--- src/rtl/pipeline_fifo_arbiter_pkg.sv ---
// Shared state type and width helpers for the round-robin sink arbiter.
package pipeline_fifo_arbiter_pkg;

    typedef enum logic {
        IDLE    = 1'b0,
        GRANTED = 1'b1
    } state_t;

    // Ceiling log2, never narrower than one bit so single-entry fields stay legal.
    function automatic int clog2(input int value);
        int result;
        result = 0;
        for (int span = 1; span < value; span = span * 2) begin
            result++;
        end
        return (result < 1) ? 1 : result;
    endfunction

    function automatic int idWidth(input int requesters);
        return clog2(requesters);
    endfunction

    function automatic int burstWidth(input int burstMax);
        return clog2(burstMax);
    endfunction

endpackage

--- src/rtl/pipeline_fifo_arbiter_rr_next.sv ---
// Rotating-priority search: first requester after last_grant, wrapping, last_grant itself checked last.
module arbiter_rr_next
    import pipeline_fifo_arbiter_pkg::*;
#(
    parameter int REQUESTERS = 4,
    parameter int ID_WIDTH   = idWidth(REQUESTERS)
) (
    input  logic [REQUESTERS-1:0] requests,
    input  logic [ID_WIDTH-1:0]   last_grant,
    output logic [ID_WIDTH-1:0]   next_index,
    output logic                  any_request
);

    int w_candidate;

    always_comb begin
        next_index  = '0;
        any_request = 1'b0;
        w_candidate = 0;
        for (int k = 1; k <= REQUESTERS; k++) begin
            w_candidate = int'(last_grant) + k;
            if (w_candidate >= REQUESTERS) begin
                w_candidate = w_candidate - REQUESTERS;
            end
            if (!any_request && requests[w_candidate[ID_WIDTH-1:0]]) begin
                any_request = 1'b1;
                next_index  = w_candidate[ID_WIDTH-1:0];
            end
        end
    end

endmodule

--- src/rtl/pipeline_fifo_arbiter.sv ---
// Round-robin arbiter sharing one ready/valid sink among REQUESTERS sources with bounded bursts.
// Define PIPELINE_FIFO_ARBITER_LOCK_EN to hold each grant until the end-of-packet beat (input_last).
module pipeline_fifo_arbiter
    import pipeline_fifo_arbiter_pkg::*;
#(
    parameter int  WORD_WIDTH  = 8,
    parameter int  REQUESTERS  = 4,
    parameter int  BURST_MAX   = 4,
    localparam int ID_WIDTH    = idWidth(REQUESTERS),
    localparam int BURST_WIDTH = burstWidth(BURST_MAX)
) (
    input  logic                             clock,
    input  logic                             clear_n,
    input  logic [REQUESTERS-1:0]            input_valid,
    output logic [REQUESTERS-1:0]            input_ready,
    input  logic [REQUESTERS*WORD_WIDTH-1:0] input_data,
`ifdef PIPELINE_FIFO_ARBITER_LOCK_EN
    input  logic [REQUESTERS-1:0]            input_last,
`endif
    output logic                             output_valid,
    input  logic                             output_ready,
    output logic [WORD_WIDTH-1:0]            output_data,
    output logic [ID_WIDTH-1:0]              output_id
);

    state_t                 r_state;
    logic [ID_WIDTH-1:0]    r_grant;
    logic [ID_WIDTH-1:0]    r_lastGrant;
    logic [BURST_WIDTH-1:0] r_burstCount;

    state_t                 w_stateNext;
    logic [ID_WIDTH-1:0]    w_grantNext;
    logic [ID_WIDTH-1:0]    w_lastGrantNext;
    logic [BURST_WIDTH-1:0] w_burstNext;
    logic [ID_WIDTH-1:0]    w_nextIndex;
    logic                   w_anyRequest;
    logic                   w_active;
    logic [REQUESTERS-1:0]  w_sel;
    logic                   w_handshake;
    logic                   w_release;

`ifdef PIPELINE_FIFO_ARBITER_LOCK_EN
    logic                   r_midPacket;
    logic                   w_midPacketNext;
`else
    localparam logic [BURST_WIDTH-1:0] BURST_LAST = BURST_WIDTH'(BURST_MAX - 1);
`endif

    arbiter_rr_next #(
        .REQUESTERS (REQUESTERS),
        .ID_WIDTH   (ID_WIDTH)
    ) u_rrNext (
        .requests    (input_valid),
        .last_grant  (r_lastGrant),
        .next_index  (w_nextIndex),
        .any_request (w_anyRequest)
    );

    // Outputs are gated by clear_n too, so nothing handshakes while reset is held.
    assign w_active = (r_state == GRANTED) && clear_n;

    always_comb begin
        w_sel       = '0;
        output_data = '0;
        for (int i = 0; i < REQUESTERS; i++) begin
            w_sel[i]    = w_active && (r_grant == ID_WIDTH'(i));
            output_data = output_data
                        | (input_data[i*WORD_WIDTH +: WORD_WIDTH] & {WORD_WIDTH{w_sel[i]}});
        end
    end

    assign input_ready  = w_sel & {REQUESTERS{output_ready}};
    assign output_valid = |(w_sel & input_valid);
    assign output_id    = w_active ? r_grant : '0;
    assign w_handshake  = output_valid && output_ready;

    always_comb begin
        w_stateNext     = r_state;
        w_grantNext     = r_grant;
        w_lastGrantNext = r_lastGrant;
        w_burstNext     = r_burstCount;
        w_release       = 1'b0;
`ifdef PIPELINE_FIFO_ARBITER_LOCK_EN
        w_midPacketNext = r_midPacket;
`endif
        case (r_state)
            IDLE: begin
                if (w_anyRequest) begin
                    w_stateNext     = GRANTED;
                    w_grantNext     = w_nextIndex;
                    w_lastGrantNext = w_nextIndex;
                    w_burstNext     = '0;
                end
            end
            GRANTED: begin
                if (w_handshake) begin
                    w_burstNext = r_burstCount + 1'b1;
                end
`ifdef PIPELINE_FIFO_ARBITER_LOCK_EN
                if (w_handshake) begin
                    w_midPacketNext = !input_last[r_grant];
                end
                w_release = (w_handshake && input_last[r_grant])
                          || (!input_valid[r_grant] && !r_midPacket);
`else
                w_release = (w_handshake && (r_burstCount == BURST_LAST))
                          || !input_valid[r_grant];
`endif
                // The search wraps onto the current grant last, so a lone source re-wins without a bubble.
                if (w_release) begin
                    w_burstNext = '0;
                    if (w_anyRequest) begin
                        w_grantNext     = w_nextIndex;
                        w_lastGrantNext = w_nextIndex;
                    end else begin
                        w_stateNext = IDLE;
                    end
                end
            end
            default: begin
                w_stateNext = IDLE;
            end
        endcase
    end

    always_ff @(posedge clock) begin
        if (!clear_n) begin
            r_state      <= IDLE;
            r_grant      <= '0;
            r_lastGrant  <= ID_WIDTH'(REQUESTERS - 1);
            r_burstCount <= '0;
        end else begin
            r_state      <= w_stateNext;
            r_grant      <= w_grantNext;
            r_lastGrant  <= w_lastGrantNext;
            r_burstCount <= w_burstNext;
        end
    end

`ifdef PIPELINE_FIFO_ARBITER_LOCK_EN
    always_ff @(posedge clock) begin
        if (!clear_n) begin
            r_midPacket <= 1'b0;
        end else begin
            r_midPacket <= w_midPacketNext;
        end
    end
`endif

endmodule
--- config.mk ---
export PLATFORM = sky130hd
export DESIGN_NAME = pipeline_fifo_arbiter
export DESIGN_NICKNAME = d
export VERILOG_FILES = /design/src/rtl/pipeline_fifo_arbiter_pkg.sv /design/src/rtl/pipeline_fifo_arbiter_rr_next.sv /design/src/rtl/pipeline_fifo_arbiter.sv
export SDC_FILE = /design/constraint.sdc
export NUM_CORES = 1
export LEC_CHECK = 0
export ABC_AREA = 1
export BUFFER_PORTS_ARGS = -buffer_cell sky130_fd_sc_hd__buf_2
export CAP_MARGIN = 30
export CORE_UTILIZATION = 40
export DETAILED_ROUTE_END_ITERATION = 12
export PLACE_DENSITY = 0.79
export SLEW_MARGIN = 10
export SYNTH_ARGS = -nofsm -noshare
export SYNTH_HDL_FRONTEND = slang
export SYNTH_HIERARCHICAL = 1
export SYNTH_SLANG_ARGS = --single-unit
--- constraint.sdc ---
create_clock -name clock -period 4.88 [get_ports clock]
set_input_delay 0.732 -clock clock [delete_from_list [all_inputs] [get_ports clock]]
set_output_delay 0.732 -clock clock [all_outputs]
set_load 0.05 [all_outputs]
==> results of run 1 <==
per-layer routing:
metal  GRT usage [%]  share of wire, %  vias to the layer above
met5               0                 0                        -
met4            6.67              0.52                        0
met3            2.47               4.5                        4
met2            45.7                51                       49
met1            31.2                44                      576
li1                -                 -                      650
layout make-up:
cell class | instances | area [um2] | share of cell area [%]
Clock buffer | 3 | 22.5 | 1.84
Clock inverter | 1 | 5.00 | 0.409
Inverter | 15 | 56.3 | 4.60
Multi-Input combinational cell | 131 | 701 | 57.3
Sequential cell | 7 | 140 | 11.5
Tap cell | 27 | 33.8 | 2.76
Timing Repair Buffer | 53 | 265 | 21.7
layout by cell type, fill, tap and decap left out, drive strengths merged:
cell    netlist  routed
o211ai        1       1
nor4          3       3
inv          15      15
clkinv        0       1
nand2        54      54
o21ai         1       1
clkbuf        1       3
a21oi         7       7
nor3          1       1
nand4        12      12
buf           2      53
or2           1       1
dfxtp         7       7
o21a          1       1
nor2          8       8
ha            1       1
nand3        41      41
worst paths after layout:
check                                                     to  slack, ns  cells past startpoint
worst max-delay path                          output_data[4]       2.27                      5
worst min-delay path            r_burstCount[0]$_SDFFE_PN0P_       0.48                      2
worst max register to register  r_burstCount[1]$_SDFFE_PN0P_       2.57                     11
worst min register to register  r_burstCount[0]$_SDFFE_PN0P_       0.48                      2
state kept, by name, summed over array words and instances, names as in the netlist:
name	flops
r_burstCount	2
r_grant	2
r_lastGrant	2
r_state	1
worst max-delay path: stages, from the launching register on:
cell	delay, ns
dfxtp_1	0.64
inv_2	0.14
nor2_2	0.33
nand3_1	0.14
nand4_1	0.10
buf_2	0.27
report_power, final:
| group | total, mW | internal (mW) | switching, mW |
|---|---|---|---|
| Combinational | 0.432 | 0.135 | 0.297 |
| Sequential | 0.115 | 0.0753 | 0.0397 |
| Clock | 0.0545 | 0.0301 | 0.0244 |
cell families after synthesis:
group / synth area share (%)
simple gates: 67.8
flops: 15.3
fa+ha+maj: 1.37
compound gates: 7.53
buf+inv: 7.95
metrics by stage:
step	hold WS [ns]	setup WS [ns]	cells	util [%]
2_1_floorplan	0.447	1.84	156	-
3_3_place_gp	0.463	2.38	233	58.0
3_5_place_dp	0.477	2.34	233	58.0
4_1_cts	0.485	2.30	237	59.3
5_1_grt	0.509	2.12	237	59.3
6_report	0.481	2.27	237	59.3
==> flow_summary.yaml, run 1 <==
run_status:
  status: "finished, final reports clean"
die:
  die_area_um2: 2480
  die_y_um: 49.8
  io_pins: 54
  initial_core_util_pct: 44.3
  core_area_um2: 2060
  die_width_um: 49.8
  num_rows: 16
final_layout:
  area_growth_pct: 34.0
  num-nets-final: 251
  drive_gt1_share_pct: 36.7
  antenna_cells: 0
  fill_cells: 198
  stdcell_area_um2: 1220
pwr:
  vdd_drop_max_mv: 0.367
  leakagePower_nw: 0.671
  totalPowerFinal_mw: 0.601
  power_density_nw_per_um2: 491
sta:
  drv_slew: 0
  period_share_pct: 53.6
  rsz0062_at_grt: "no"
  max_slew_margin_pct: 62.6
  min_period_ns: 2.61
  setup_tns_ns: 0
  hold_viol: 0
  fmax_ghz: 0.383
  setup_viol: 0
  finClkSkew_ns: 0.00955
  worst_pin_slew_ns: 0.560
logic_synthesis:
  async_reset_ff_share_pct: 0
  synth_cells: 156
  synth_ff_type: "dfxtp_1"
  synth.top_cell.area_share_pct: 21.9
  netlist_top_cells_area: "nand3_1, nand2_1, dfxtp_1"
  avgSynthCellArea_um2: 5.85
  yosysSeqAreaShare_pct: 15.3
  yosysWarnings: 6
  yosysMostFrequentCell: "nand2_1"
  synth_cell_types: 24
  synth_seq_cells: 7
  synth_commonest_cells: "nand2_1, nand3_1, inv_1"
  synth_nets: 196
  synth_top_area_cell: "nand3_1"
  synth-edff-count: 0
  syn_area_um2: 913
cts:
  clock_path_buffers: 2
  clock_latency_ns: 0.26
  numClockSinks: 7
  post-cts-setup-buffer-count: 0
  holdBufCountCts: 0
  cts_tree: "done"
  cts_buffers: 3
  path_clk_slew_ns: 0.06
  h-tree-depth: 1
  cts_resized: 0
  root_buffer: "clkbuf_4"
critical_path:
  crit_path_start: "r_grant[0]$_SDFFE_PN0P_"
  path_class: "reg2out"
  cp_data_required_time_ns: 4.15
  critical_path_arrival_ns: 1.88
  reg2reg_from: "r_lastGrant[0]$_SDFFE_PN1P_"
  critical_path.max_fanout: 14
  end_kind: "output port"
  start_kind: "flop"
route:
  via_per_inst: 5.40
  routedWlPerCell_um: 12.2
  drtIter0Drc: 33
  wirelength_um: 2890
  drtPass1Iterations: 4
  drc: 0
  vias: 1279
  ant_nets: 0
grt:
  gr-total-overflow: 0
  antenna_found_initial: 0
  grt_start_max_net_pins: 15
  grt_pass1_vias: 1158
  grt_pass1_wl_um: 5000
  grtUsageTotal_pct: 25.2
min_path:
  min_from: "r_burstCount[0]$_SDFFE_PN0P_"
  min_path_type: "reg2reg"
job:
  cap_violations: 0
placed_design:
  numPortBuffers: 53
  dpl-instance-area_um2: 1200
  dp_hpwl_um: 2270
  place_congestion: 0.865
(Power assumes the default switching activity.)
==> run 2, diff against run 1 <==
ABC_AREA = 0   (was 1)
CORE_UTILIZATION = 37   (was 40)
clock period = 2.3 ns   (was 4.88 ns; I/O delays follow)
==> flow_summary.yaml, run 2 <==
pwr:
  p_seq_share_pct: 30.2
  p_int_mw: 0.331
  leakagePower_nw: 0.555
  p_sw_mw: 0.210
  power_density_nw_per_um2: 486
  clkPwrFrac_pct: 20.7
  p_comb_share_pct: 49.1
  switching_share_pct: 38.8
  vdd_drop_max_mv: 0.266
cts:
  path_clk_slew_ns: 0.06
  cts_tree: "done"
  cts_buffers: 3
  root_buffer: "clkbuf_4"
  numClockSinks: 7
  h-tree-depth: 1
  clock_path_buffers: 2
  clock_latency_ns: 0.25
final_layout:
  top_regs: "r_burstCount x2, r_grant x2, r_lastGrant x2"
  stdcell_area_um2: 1110
  area_growth_pct: 37.4
  final_cell_mix: "buf_2, nand2_1, mux4_2, nor2b_1, nor2_1"
  layout_commonest_cell: "buf_2"
  antenna_cells: 0
  num-nets-final: 185
  stdcell_count: 171
  finish.utilization_pct: 55.6
  drive_gt1_share_pct: 49.3
route:
  vias: 917
  wirelength_um: 2120
  drtIter0Drc: 12
  via_per_inst: 5.36
  drtPass1Iterations: 4
  ant_nets: 0
  routedWlPerCell_um: 12.4
  drc: 0
logic_synthesis:
  synth_cells: 91
  synth_ff_type: "dfxtp_1"
  syn_area_um2: 810
  synth-edff-count: 0
  synth_cell_types: 34
  synth_seq_cells: 7
  yosysWarnings: 6
  synth_commonest_cells: "mux4_2, nand2_1, nor2b_1"
  avgSynthCellArea_um2: 8.90
  async_reset_ff_share_pct: 0
  synth_top_area_cell: "mux4_2"
  yosysSeqAreaShare_pct: 17.3
  synth.top_cell.area_share_pct: 22.3
  synth_nets: 131
  netlist_top_cells_area: "mux4_2, dfxtp_1, nor2b_1"
sta:
  hold_viol: 0
  worst_pin_slew_ns: 0.325
  drv_slew: 0
  fmax_ghz: 0.490
  rsz0062_at_grt: "no"
  setup_tns_ns: 0
  period_share_pct: 88.8
  finClkSkew_ns: 0.00682
  timing.hold.ws_ns: 0.430
  setup_viol: 0
  min_period_ns: 2.04
  max_slew_margin_pct: 77.7
critical_path:
  critical_path_arrival_ns: 1.70
  r2r_cells: 4
  path_class: "reg2out"
  reg2reg_slack_ns: 0.84
  start_kind: "flop"
  cp_data_required_time_ns: 1.96
  end_kind: "output port"
  reg2reg_from: "r_grant[0]$_SDFFE_PN0P_"
  reg2reg_to: "r_lastGrant[0]$_SDFFE_PN1P_"
  critical_path.max_fanout: 14
grt:
  grt_start_max_net_pins: 18
  grtUsageTotal_pct: 19.0
  antenna_found_initial: 0
  grt_pass1_wl_um: 3650
  grt_pass1_vias: 908
  gr-total-overflow: 0
die:
  die_width_um: 48.8
  initial_core_util_pct: 40.4
  core_area_um2: 2000
  io_pins: 54
  num_rows: 16
  die_y_um: 48.8
  die_area_um2: 2380
run_status:
  status: "finished, final reports clean"
min_path:
  whs_path_depth: 2
  min_to: "r_lastGrant[1]$_SDFFE_PN1P_"
  min_from: "clear_n"
  min_path_type: "in2reg"
placed_design:
  dp.cells: 167
  place_congestion: 0.705
  dpl-instance-area_um2: 1080
  dp_hpwl_um: 1770
  numPortBuffers: 53
job:
  cap_violations: 0
==> run 2: cell count changes in the layout (fill, tap and decap cells not counted), sizes merged, moves of 5 or more <==
cell,delta
inv,-10
nand4,-11
nor2b,+8
nand2b,+5
mux4,+8
nand3,-38
nand2,-46
==> run 2: cell type report <==
cell class,instances,area (um2)
multi-input combinational,74,619
clock buffer,4,26.3
inverter,5,18.8
fill,190,890
timing repair buffer,54,273
sequential,7,141
tap,27,33.8
==> run 2: kinds of logic (layout without fill, tap and decap cells) <==
logic type | count (synthesis) | after routing | synth area share (%)
compound gates | 17 | 17 | 17.8
simple gates | 43 | 43 | 28.1
fa+ha+maj | 1 | 1 | 1.55
buf+inv | 10 | 63 | 6.18
mux | 13 | 13 | 29.1
flops | 7 | 7 | 17.3
==> run 2: per-layer routing <==
metal	wire, um	up-vias	GRT usage (%)
li1	-	447	-
met1	838	426	18.8
met2	1030	42	35.0
met3	239	2	9.03
met4	16	0	5.39
met5	0	-	0
==> run 2: critical path, stage by stage (launching register included) <==
cell and delay, ns:
dfxtp_2 0.54, and2_1 0.26, o2bb2ai_2 0.22, and2_1 0.17, buf_2 0.25
==> run 2: power by group through the flow <==
| stage | logic, mW | clock network [mW] | registers [mW] |
|---|---|---|---|
| final | 0.265 | 0.112 | 0.164 |
| after detailed placement | 0.265 | 0 | 0.165 |
| after global placement | 0.259 | 0 | 0.164 |
| after global routing | 0.287 | 0.123 | 0.167 |
| after CTS | 0.266 | 0.117 | 0.163 |
| after floorplan | 0.215 | 0 | 0.152 |
==> run 2: repair_timing <==
action / 4_1_cts / 5_1_grt
setup endpoints to repair: 0 / 9
resized for setup: 0 / 1
hold buffers: 0 / 0
buffers inserted: 0 / 0
==> run 2: per-stage QoR <==
| step | total power, mW | setup WS (ns) |
|---|---|---|
| after floorplan | 0.367 | 0.0688 |
| after global placement | 0.423 | 0.311 |
| after global routing | 0.577 | 0.132 |
| after detailed placement | 0.431 | 0.299 |
| after CTS | 0.546 | 0.0250 |
| final | 0.541 | 0.257 |
==> run 2: worst max path at each step <==
stage / start / to / slack [ns] / cells past startpoint
global placement: r_grant[0]$_SDFFE_PN0P_ / output_data[5] / 0.31 / 3
CTS: r_grant[0]$_SDFFE_PN0P_ / output_data[2] / 0.03 / 3
detailed placement: r_grant[0]$_SDFFE_PN0P_ / output_valid / 0.30 / 4
floorplan: clear_n / input_ready[0] / 0.07 / 3
finish: r_grant[0]$_SDFFE_PN0P_ / output_valid / 0.26 / 4
global route: r_grant[0]$_SDFFE_PN0P_ / output_valid / 0.13 / 4
